## config.mk

```make
export PLATFORM = sky130hd
export DESIGN_NAME = qu_frontend_ctrl
export DESIGN_NICKNAME = d
export VERILOG_FILES = /design/src/rtl/qu_frontend_ctrl.sv
export SDC_FILE = /design/constraint.sdc
export NUM_CORES = 1
export LEC_CHECK = 0
export CAP_MARGIN = 10
export CORE_MARGIN = 3
export CORE_UTILIZATION = 45
export DETAILED_ROUTE_END_ITERATION = 12
export PLACE_DENSITY = 0.8
export SKIP_CTS_REPAIR_TIMING = 1
export SYNTH_ARGS = -nofsm -noshare
export SYNTH_HDL_FRONTEND = slang
export SYNTH_SLANG_ARGS = --single-unit
export TNS_END_PERCENT = 20
```

## constraint.sdc

```tcl
create_clock -name clk -period 3.2 [get_ports clk]
set_clock_uncertainty 0.15 [all_clocks]
set_input_delay 0.64 -clock clk [delete_from_list [all_inputs] [get_ports clk]]
set_output_delay 0.64 -clock clk [all_outputs]
set_load 0.02 [all_outputs]
```

## src/rtl/qu_frontend_ctrl.sv

```systemverilog
// Frontend pipeline controller: holds all stages after reset, chains stage
// stalls while running, and sequences redirects as a flush hold plus one redirect pulse.
module qu_frontend_ctrl #(
    parameter int          PC_WIDTH     = 32,
    parameter int          BOOT_CYCLES  = 4,
    parameter int          FLUSH_CYCLES = 3,
    parameter logic [31:0] EXC_VECTOR   = 32'h0000_0100
) (
    input  logic                clk,
    input  logic                rst,
    input  logic                branch,
    input  logic                jump,
    input  logic                exception,
    input  logic [PC_WIDTH-1:0] pc_override,
    input  logic                if_id_full,
    input  logic                id_mp_full,
    input  logic                mp_rn_full,
    input  logic                rn_busy,
    input  logic                sched_req,
    output logic                if_stall,
    output logic                id_stall,
    output logic                mp_stall,
    output logic                rn_stall,
    output logic                flush,
    output logic                redirect_valid,
    output logic [PC_WIDTH-1:0] redirect_pc,
    output logic                schedule_en,
    output logic [15:0]         flush_count
);
    typedef enum logic [1:0] {ST_BOOT, ST_RUN, ST_FLUSH, ST_REDIRECT} state_t;

    localparam logic [7:0] BOOT_LOAD  = 8'(BOOT_CYCLES - 1);
    localparam logic [7:0] FLUSH_LOAD = 8'(FLUSH_CYCLES - 1);

    state_t                r_state;
    logic [7:0]            r_cnt;
    logic [PC_WIDTH-1:0]   r_redirect_pc;
    logic [15:0]           r_flush_count;

    logic                  w_run;
    logic                  w_req;
    logic [PC_WIDTH-1:0]   w_exc_pc;
    logic [PC_WIDTH-1:0]   w_target;
    logic [15:0]           w_count_inc;

    assign w_run       = (r_state == ST_RUN);
    assign w_req       = branch | jump | exception;
    assign w_exc_pc    = PC_WIDTH'(EXC_VECTOR);
    // Exception wins; branch and jump share the same override target.
    assign w_target    = exception ? w_exc_pc : pc_override;
    assign w_count_inc = (r_flush_count == 16'hFFFF) ? r_flush_count : r_flush_count + 16'd1;

    always_ff @(posedge clk or negedge rst) begin
        if (!rst) begin
            r_state       <= ST_BOOT;
            r_cnt         <= BOOT_LOAD;
            r_redirect_pc <= '0;
            r_flush_count <= '0;
        end else begin
            case (r_state)
                ST_BOOT: begin
                    if (r_cnt == 8'd0) r_state <= ST_RUN;
                    else               r_cnt   <= r_cnt - 8'd1;
                end
                ST_RUN: begin
                    if (w_req) begin
                        r_state       <= ST_FLUSH;
                        r_redirect_pc <= w_target;
                        r_cnt         <= FLUSH_LOAD;
                        r_flush_count <= w_count_inc;
                    end
                end
                ST_FLUSH: begin
                    // Only an exception may retarget an in-flight flush; it restarts the hold.
                    if (exception) begin
                        r_redirect_pc <= w_exc_pc;
                        r_cnt         <= FLUSH_LOAD;
                        r_flush_count <= w_count_inc;
                    end else if (r_cnt == 8'd0) begin
                        r_state <= ST_REDIRECT;
                    end else begin
                        r_cnt <= r_cnt - 8'd1;
                    end
                end
                ST_REDIRECT: r_state <= ST_RUN;
                default:     r_state <= ST_BOOT;
            endcase
        end
    end

    // Outside RUN rn_stall is forced high, which propagates up the whole chain.
    assign rn_stall       = w_run ? rn_busy : 1'b1;
    assign mp_stall       = rn_stall | mp_rn_full;
    assign id_stall       = mp_stall | id_mp_full;
    assign if_stall       = id_stall | if_id_full;
    assign schedule_en    = w_run & sched_req & ~rn_busy;
    assign flush          = (r_state == ST_FLUSH);
    assign redirect_valid = (r_state == ST_REDIRECT);
    assign redirect_pc    = r_redirect_pc;
    assign flush_count    = r_flush_count;
endmodule

```

==> results.yml <==
status:
  status: "finished, final reports clean"
global_route:
  first_global_vias: 2467
  grt-ovfl-total: 0
  grt_max_degree: 65
  grt_pass1_wl_mm: 11.3
  grt_usage: 0.198
  antenna_found_initial: 0
yosys:
  seq_area_frac_synth: 0.521
  synth_nets: 347
  synthArstFlopShare: 1.00
  synth_warnings: 0
  synth-seq-cells: 58
  synth_cell_types: 38
  ys_top_cells_by_area: "dfrtp_1, nand2_1, o21ai_0"
  yosysTopAreaCellShare: 0.502
  ys.flop_type: "dfrtp_1"
  syn_avg_cell_area_um2: 9.39
  syn_area_um2: 2790
  synth_top_area_cell: "dfrtp_1"
  synth_edf_count: 0
  syn_inst: 297
sta:
  fin_setup_tns_ps: 0
  tightest_slew_ps: 752
  max_slew_margin: 0.494
  drv_slew: 0
  final.period_utilization: 0.912
  max_freq_mhz: 343
  finalSetupViolations: 0
  hold_viol_final: 0
  period_minus_slack_ps: 2920
  rsz0062_at_grt: "no"
floorplanning:
  die_y_um: 84.7
  start_util: 0.468
  die_w_um: 84.7
  ios: 97
  rows: 28
  die_area_um2: 7180
  core-area_um2: 5960
setup_path:
  crit_chain: "inv_1 > ha_2 > nand2b_1 > or3_1 > clkdlybuf4s50_1"
  cpMaxStageDelayCell: "clkdlybuf4s50_1"
  critPathMaxFanout: 6
  cpPeakStageDelay_ps: 550
  worstPathRequired_ps: 2410
  critPathBufInv: 2
  cpLargestDelayFamily: "buffers and inverters"
  worstPathArrival_ps: 2130
  crit_path_start_kind: "flop"
  crit_path_end_kind: "primary output"
  path_class: "flop to primary output"
run:
  drv_cap: 0
power:
  ir_worst_vdd_mv: 0.539
  p_leak_nw: 1.75
  p_per_area_nw_per_um2: 873
drt:
  drc: 0
  num_vias: 2455
  via_per_inst: 5.11
  ant_nets: 0
  drt_iter0_markers: 97
  wl_per_cell_um: 13.7
  routed_wl_mm: 6.58
  drt-pass1-iter-count: 4
finish:
  post-route-util: 0.687
  multi_input_area_um2: 1290
  drive_gt1_frac: 0.101
  design_area_um2: 4090
  fillerInstances: 511
  num_antenna_cells: 0
  regArea_um2: 1450
  nNetsFinal: 450
  syn2layout_area_growth_pct: 46.5
clock_network:
  cts.sinks: 58
  clockBufferDepth: 2
  clk_latency_ps: 330
  path_clk_slew_ps: 70
  root_buffer: "clkbuf_8"
  tritoncts: "done"
  htreeDepth: 3
  cts_buffers: 9
placement:
  globalplace.congestion: 0.790
  port_buffers: 96
  post_dp_cell_area_um2: 3880
  hpwl_mm: 4.71
hold_path:
  hold_class: "primary input to asynchronous set/reset pin"
[worst paths after layout]
| path | start | end | slack, ps | depth (start not counted) |
|---|---|---|---|---|
| max in group asynchronous | rst | r_cnt[0] | 2450 | 2 |
| min in group clk | redirect_pc[23] | redirect_pc[23] | 330 | 2 |
| worst min-delay path | rst | redirect_pc[28] | 140 | 2 |
| worst max-delay path | r_state[1] | id_stall | 280 | 5 |
| worst max register to register | r_state[1] | flush_count[1] | 680 | 6 |
| worst min register to register | redirect_pc[23] | redirect_pc[23] | 330 | 2 |
[sequential cells by signal, summed over array words and instances, names as in the netlist]
| signal | cells |
|---|---|
| redirect_pc | 32 |
| r_state | 2 |
| r_cnt | 8 |
| flush_count | 16 |
[report_power, final]
group          switching, mW  leakage (nW)  internal, mW
clock                  0.285        0.0986         0.401
combinational          0.965         0.903         0.779
sequential             0.165         0.750         0.974
[layout by cell type, fill, tap and decap left out, types with 2 or more instances in the layout]
cell | synthesis | layout
clkdlybuf4s50_1 | 0 | 94
nand2_1 | 74 | 74
dfrtp_1 | 56 | 56
o21ai_0 | 33 | 33
nor2_1 | 14 | 13
xor2_1 | 12 | 12
clkbuf_8 | 0 | 11
nand3_1 | 9 | 9
nor3_1 | 9 | 9
inv_1 | 7 | 7
ha_1 | 8 | 7
nor4_1 | 6 | 6
buf_4 | 0 | 6
nand2b_1 | 5 | 5
or3_1 | 5 | 5
nand4_1 | 5 | 5
mux2_2 | 5 | 5
or2_2 | 4 | 4
nor4b_1 | 4 | 4
xnor2_1 | 4 | 4
nor3b_1 | 3 | 3
a21oi_1 | 3 | 3
and3_1 | 2 | 2
clkinvlp_4 | 0 | 2
dfstp_2 | 2 | 2
[cells in the mapped netlist (2+ instances only)]
library cell / n
nand4_1: 5
nor2_1: 14
o21ai_0: 33
nor4_1: 6
o22ai_1: 2
nor3_1: 9
xor2_1: 12
mux2_2: 5
and3_1: 2
a21oi_1: 3
inv_1: 7
nand3_1: 9
nor3b_1: 3
dfrtp_1: 56
xnor2_1: 4
nor4b_1: 4
nand2_1: 74
dfstp_2: 2
clkbuf_1: 10
or3_1: 5
ha_1: 8
or2_2: 4
nand2b_1: 5
[cell type report]
type / instances / area share
multi-input combinational: 221 / 0.315
clock inverter: 4 / 0.0122
tap: 75 / 0.0229
inverter: 7 / 0.00643
clock buffer: 12 / 0.0379
timing repair buffer: 103 / 0.250
sequential: 58 / 0.356
[worst reg2reg max path, stage by stage (launching register included)]
cell     delay (ps)
dfrtp_1         430
inv_1           120
ha_2            260
or4b_1          540
nand3_1         460
nor2_1          160
mux2_2          310
[per-layer routing]
metal	routed length, um	share of wire	GRT usage	vias to the layer above
met5	0	0	0	-
met4	127	0.019	0.0863	0
met3	737	0.11	0.102	12
met2	2980	0.45	0.297	85
met1	2730	0.42	0.239	1135
li1	-	-	-	1223
[stage by stage]
stage	std cells	setup WS [ps]	hold WS, ps	total power [mW]
2_1_floorplan	297	680	194	2.20
3_3_place_gp	464	75.9	309	2.86
3_5_place_dp	464	52.0	319	2.90
4_1_cts	480	-83.3	148	3.61
5_1_grt	480	136	147	3.85
6_report	480	282	138	3.57
[kinds of logic (layout without fill, tap and decap cells)]
group	after synthesis	after routing	synth area share
and+or+nand+nor	146	146	0.249
adders and majority gates	8	8	0.0359
xor gates and xnor gates	16	16	0.0502
AOI/OAI and AO/OA	44	44	0.0897
muxes	7	7	0.0291
buffers and inverters	18	126	0.0247
DFF	58	58	0.521
Power figures use the tool's default switching activity.
